File: src/rtl/led_mode_sequencer.sv
// rtl/led_mode_sequencer.sv - pushbutton/auto-dwell sequencer for the LED blinker rate configuration
module led_mode_sequencer #(
    parameter int unsigned c_DEBOUNCE_COUNT = 250000,
    parameter int unsigned c_DWELL_COUNT    = 25000000
) (
    input  logic       i_clk,
    input  logic       i_rst,
    input  logic       i_button,
    input  logic       i_auto,
    output logic       o_enable,
    output logic       o_select0,
    output logic       o_select1,
    output logic [2:0] o_mode
);

    localparam int unsigned DEB_W   = $clog2(c_DEBOUNCE_COUNT);
    localparam int unsigned DWELL_W = $clog2(c_DWELL_COUNT);
    localparam logic [DEB_W-1:0]   DEB_LAST   = DEB_W'(c_DEBOUNCE_COUNT - 1);
    localparam logic [DWELL_W-1:0] DWELL_LAST = DWELL_W'(c_DWELL_COUNT - 1);

    // Encoding doubles as the o_mode value, so o_mode is the state register itself.
    typedef enum logic [2:0] {
        ST_OFF = 3'd0,
        ST_R1  = 3'd1,
        ST_R5  = 3'd2,
        ST_R10 = 3'd3,
        ST_R20 = 3'd4
    } state_t;

    logic             s1_q, s2_q;
    logic             deb_q, deb_d;
    logic             deb_prev_q;
    logic [DEB_W-1:0] deb_cnt_q, deb_cnt_d;
    logic             step;

    state_t             state_q, state_d;
    logic [DWELL_W-1:0] dwell_q, dwell_d;
    logic               enable_q;
    logic [1:0]         sel_q;

    // Rate-only successor: R20 wraps to R1, OFF is never produced.
    function automatic state_t next_rate(input state_t s);
        case (s)
            ST_R1:   return ST_R5;
            ST_R5:   return ST_R10;
            ST_R10:  return ST_R20;
            default: return ST_R1;
        endcase
    endfunction

    // Synchronizer, debounce and step-edge registers.
    always_ff @(posedge i_clk) begin
        if (i_rst) begin
            s1_q       <= 1'b0;
            s2_q       <= 1'b0;
            deb_q      <= 1'b0;
            deb_prev_q <= 1'b0;
            deb_cnt_q  <= '0;
        end else begin
            s1_q       <= i_button;
            s2_q       <= s1_q;
            deb_q      <= deb_d;
            deb_prev_q <= deb_q;
            deb_cnt_q  <= deb_cnt_d;
        end
    end

    // Accept a new level only after it has differed from deb for the full count.
    always_comb begin
        deb_d     = deb_q;
        deb_cnt_d = '0;
        if (s2_q != deb_q) begin
            if (deb_cnt_q == DEB_LAST) begin
                deb_d = s2_q;
            end else begin
                deb_cnt_d = deb_cnt_q + DEB_W'(1);
            end
        end
    end

    // One step per accepted press; releases produce nothing.
    assign step = deb_q & ~deb_prev_q;

    // Next state and dwell counter for manual and auto modes.
    always_comb begin
        state_d = state_q;
        dwell_d = '0;
        if (!i_auto) begin
            if (step) begin
                state_d = (state_q == ST_R20) ? ST_OFF
                        : (state_q == ST_OFF) ? ST_R1
                        : next_rate(state_q);
            end
        end else if (state_q == ST_OFF) begin
            state_d = ST_R1;
        end else if (step || dwell_q == DWELL_LAST) begin
            state_d = next_rate(state_q);
        end else begin
            dwell_d = dwell_q + DWELL_W'(1);
        end
    end

    // State, dwell and output registers all load on the same edge.
    always_ff @(posedge i_clk) begin
        if (i_rst) begin
            state_q  <= ST_OFF;
            dwell_q  <= '0;
            enable_q <= 1'b0;
            sel_q    <= 2'b00;
        end else begin
            state_q  <= state_d;
            dwell_q  <= dwell_d;
            enable_q <= (state_d != ST_OFF);
            sel_q    <= (state_d == ST_OFF) ? 2'b00 : 2'(state_d - ST_R1);
        end
    end

    assign o_mode    = state_q;
    assign o_enable  = enable_q;
    assign o_select0 = sel_q[0];
    assign o_select1 = sel_q[1];

endmodule

File: config.mk
export PLATFORM = sky130hd
export DESIGN_NAME = led_mode_sequencer
export DESIGN_NICKNAME = d
export VERILOG_FILES = /design/src/rtl/led_mode_sequencer.sv
export SDC_FILE = /design/constraint.sdc
export NUM_CORES = 1
export LEC_CHECK = 0
export BUFFER_PORTS_ARGS = -buffer_cell sky130_fd_sc_hd__buf_4
export CELL_PAD_IN_SITES_DETAIL_PLACEMENT = 1
export CELL_PAD_IN_SITES_GLOBAL_PLACEMENT = 1
export CORE_MARGIN = 2
export CORE_UTILIZATION = 35
export DETAILED_ROUTE_END_ITERATION = 12
export PLACE_DENSITY_LB_ADDON = 0.1
export SYNTH_ARGS = -nofsm -noshare
export SYNTH_HDL_FRONTEND = slang
export SYNTH_SLANG_ARGS = --single-unit
File: constraint.sdc
create_clock -name i_clk -period 3 [get_ports i_clk]
set_input_delay 0 -clock i_clk [delete_from_list [all_inputs] [get_ports i_clk]]
set_output_delay 0 -clock i_clk [all_outputs]
set_load 0.005 [all_outputs]
# --- Word level (Yosys, flattened, before mapping) ---
# Index checks and enable logic that the tools add are counted.
classes:
  add_sub_neg: 3
  n_eq_ne: 7
  muxes: 7
  bitwise: 4
  reduce_logical: 8
ops:
  columns: ["cell", "count"]
  rows:
  - ["adder 25 x 1 -> 25 bit, second input constant", 1]
  - ["equality test 25 bit, second input constant", 1]
  - ["adder 18 x 1 -> 18 bit, second input constant", 1]
  - ["equality test 18 bit, second input constant", 1]
  - ["2-to-1 mux 3 bit", 6]
  - ["one-hot mux 3 bit (3 select lines)", 1]
  - ["equality test 3 x 2 -> 1 bit, second input constant", 2]
  - ["logical NOT 3 bit", 2]
  - ["OR reduction 4 bit", 1]
  - ["equality test 3 x 1 -> 1 bit, second input constant", 1]
  - ["equality test 3 bit, second input constant", 1]
  - ["inverter 1 bit", 3]
  - ["nonzero test 3 bit", 1]
  - ["OR reduction 3 bit", 1]
  - ["AND reduction 2 bit", 1]
  - ["OR reduction 2 bit", 1]
  - ["subtractor 2 x 1 -> 2 bit, second input constant", 1]
  - ["bitwise AND 1 bit", 1]
  - ["logical OR 1 bit", 1]
  - ["inequality test 1 bit", 1]
totals:
  reg_bits: 53
  inputBits: 4
  elab_cells: 38

# --- Depth between registers and ports, before layout ---
logic_depth:
  word_depth: 8
  mapped_depth: 8
  mapped_depth_nobuf: 8

# --- Worst setup path before layout ---
# OpenSTA, ideal clock, no wires.
synth_path:
  path_type: "register to register"
  startpoint: "register dwell_q[0]"
  endpoint: "register sel_q[1]"
  arrival_time_ps: 1982
  slack_ps: 933
  stages_incl_launch_ff: 8
  cell_sequence: "dfxtp_1 > ha_1 > nand3_1 > nor4_1 > a311oi_1 > a211oi_1 > ha_1 > a211oi_1"
synth_between:
  elab_chain_cells: 7
  elab_cells_between_ends: 8
synth_rtl:
  columns: ["element", "line_no", "source"]
  rows:
  - ["start, declared", "37", "logic [DWELL_W-1:0] dwell_q, dwell_d;"]
  - ["start signal, assigned", "112", "dwell_q <= dwell_d;"]
  - ["equality test 25 bit (*)", "96", "end else if (step || dwell_q == DWELL_LAST) begin"]
  - ["logical OR 1 bit (*)", "96", null]
  - ["2-to-1 mux 3 bit (*)", "96", null]
  - ["2-to-1 mux 3 bit (*)", "94", "end else if (state_q == ST_OFF) begin"]
  - ["2-to-1 mux 3 bit (*)", "88", "if (!i_auto) begin"]
  - ["parallel branches: the longest is 2 deep, another holds subtractor 2 x 1 -> 2 bit", null, null]
  - ["end signal, assigned", "114", "sel_q <= (state_d == ST_OFF) ? 2'b00 : 2'(state_d - ST_R1);"]
  - ["end, declared", "39", "logic [1:0] sel_q;"]
# Mark *: on every way between the ends.
# A chain may end at the register's enable or synchronous reset.

# --- Final worst setup path ---
# Ends and elaborated chain as after synthesis.

==> results.yml <==
run_status:
  status: "complete, no violations"
place:
  io_buffers: 9
  gp_congestion: 0.7962
  dp_hpwl_um: 3243
  place_area_mm2: 0.002454
sta:
  tightest_slew_ns: 0.6238
  skew_ns: 0.01020
  finalCriticalPeriod_ns: 2.387
  fmax_mhz: 419.0
  worst_hold_slack_ns: 0.1884
  final_max_slew_viol_count: 0
  period_share_pct: 79.56
  slew_headroom_pct: 58.41
  hold_violations: 0
  finalSetupViolations: 0
  fin_tns_setup_ns: 0
  rsz0062_at_grt: "false"
route:
  num_vias: 1735
  drc: 0
  wl_per_cell_um: 12.68
  vias_per_cell: 4.901
  first_pass_iters: 4
  drtAntennaViolNets: 0
  drt-total-wl_um: 4488
  drt_iter0_drc: 46
global_routing:
  grt_use_total_pct: 13.17
  grt_pass1_vias: 1720
  grt_pass1_wl_um: 7872
  overflow: 0
  grt_max_degree: 19
  antenna_found_initial: 0
clock_network:
  cts_tree: "yes"
  root_buffer: "clkbuf_8"
  clk_pin_slew_ns: 0.09
  clock_path_buffers: 2
  htreeDepth: 2
  cts_setup_buffers: 0
  cts_sinks: 53
  post_cts_resized: 0
  cts_inserted_buffers: 5
  clk_latency_ns: 0.30
  hold_buffers: 3
critical_path:
  timing.rr.start: "dwell_q[0]"
  crit_path_max_fanout: 6
  cp_slowest_cell: "nor4_1"
  endpoint_kind: "flip-flop"
  worst_path_largest_cell_delay_ns: 0.55
  startpoint_type: "flip-flop"
  crit_type: "reg -> reg"
  crit_required_ns: 3.22
  reg2reg_to: "sel_q[1]"
  cp.arrival_ns: 2.61
  r2r_slack_ns: 0.61
  worstPathCellList: "ha_1 -> nand3_1 -> nor4_1 -> a311oi_1 -> a211oi_1 -> ha_1 -> a211oi_1"
  r2r_cells: 7
power_and_ir_drop:
  p_comb_share_pct: 3.0
  p_sw_mw: 0.2518
  leakagePower_nw: 0.8090
  p_seq_share_pct: 61.2
  ir_worst_vdd_mv: 0.1972
  power.share.clock_pct: 35.8
  p_per_area_mw_per_mm2: 451.9
  p_sw_share_pct: 21.59
  p_int_mw: 0.9141
cells_and_area:
  drive_gt1_share_pct: 7.942
  area_growth_pct: 11.28
  utilization_pct: 40.40
  antenna_cells: 0
  final_area_mm2: 0.002580
  layout.nets: 283
  fill_cells: 768
die:
  ioPinCount: 10
  coreArea_mm2: 0.006386
  row_count: 29
  initial_core_util_pct: 36.30
  die_h_um: 85.39
  fp.dieW_um: 85.39
  floorplan.die_area_mm2: 0.007291
synthesis:
  synth.area.top_cells: "dfxtp_1 46%, xnor2_1 9.4%, nor2_1 9.4%"
  synth_top_area_share_pct: 45.76
  synthDistinctLibCells: 33
  syn_nets: 270
  yosys_warnings: 0
  ys.flop_type: "dfxtp_1"
  yosysMostFrequentCell: "nor2_1"
  async_flop_share_pct: 0
  ys_seq_elements: 53
  synth_area_leader_cell: "dfxtp_1"
  synth_edf_count: 0
  netlist_top_cells_count: "58 x nor2_1, 53 x dfxtp_1, 25 x xnor2_1"
  synth_area_mm2: 0.002318
  seq_area_frac_synth_pct: 45.76
  synthCells: 263
  avgSynthCellArea_um2: 8.815
hold_path:
  worstHoldStart: "i_auto"
  whs_path_depth: 4
  hold-path-endpoint: "sel_q[0]"
  min_path_type: "in -> reg"
run:
  cap_violations: 0
==> layer usage <==
layer / global-route usage (%) / up-vias / wire (um)
met4: 3.896 / 0 / 34
met5: 0 / - / 0
met3: 3.210 / 2 / 86
met1: 18.13 / 814 / 2359
met2: 20.45 / 8 / 2008
li1: - / 911 / -
==> worst max-delay path, delay by kind of cell (launching register included) <==
family | cells | cell delay (ns)
simple gates | 2 | 0.76
compound gates | 3 | 0.67
fa+ha+maj | 2 | 0.49
flops | 1 | 0.38
==> cells in the final DEF, fill, tap and decap left out, types with 6 or more instances in the layout <==
cell type  count
nor2_1        58
dfxtp_1       53
xnor2_1       25
nand3_1       16
xor2_1        15
nand2_1       14
nor3_1        10
buf_4         10
inv_1          9
nand4_1        8
and3_1         8
nor4_1         6
clkbuf_8       6
==> final cells by class <==
class                           count  area [um2]  area share (%)
Inverter                            9       33.78           1.309
Sequential cell                    53        1061           41.13
Tap cell                           77       96.34           3.734
Clock inverter                      2       13.76          0.5335
Timing Repair Buffer               13       105.1           4.074
Clock buffer                        6       82.58           3.201
Multi-Input combinational cell    194        1187           46.02
==> through the flow <==
stage | cells | setup slack [ns] | total power [mW]
2_1_floorplan | 263 | 0.9327 | 0.7490
3_3_place_gp | 343 | 0.7431 | 0.7620
3_5_place_dp | 343 | 0.6007 | 0.7627
4_1_cts | 354 | 0.5950 | 1.190
5_1_grt | 354 | 0.3908 | 1.223
6_report | 354 | 0.6132 | 1.166
==> how the worst max path moves through the flow <==
stage / start / end / cells past startpoint
after detailed placement: dwell_q[0] / sel_q[1] / 7
after global routing: dwell_q[0] / sel_q[1] / 7
after CTS: dwell_q[0] / sel_q[1] / 7
after floorplan: dwell_q[0] / sel_q[1] / 7
after global placement: dwell_q[0] / sel_q[1] / 7
final: dwell_q[0] / sel_q[1] / 7
==> kinds of logic after synthesis <==
group	count (synthesis)	synth area share (%)
flip-flops	53	45.76
buffers and inverters	16	3.022
XOR/XNOR	40	15.11
adder cells (fa/ha/maj)	3	1.619
AND/OR/NAND/NOR	140	30.38
multiplexers	2	0.8635
AO/OA/AOI/OAI	9	3.238
==> flip-flops by register name, summed over array words and instances (netlist names) <==
signal,cells
o_mode,3
sel_q,2
deb_prev_q,1
deb_q,1
s2_q,1
dwell_q,25
o_enable,1
s1_q,1
deb_cnt_q,18
==> power by group through the flow <==
stage	combinational (mW)	clock (mW)	sequential, mW
after floorplan	0.0207	0	0.728
after global placement	0.0320	0	0.730
after detailed placement	0.0327	0	0.730
after CTS	0.0357	0.440	0.714
after global routing	0.0392	0.469	0.715
final	0.0348	0.417	0.714
Note: power is estimated with default switching activity, not from simulation.
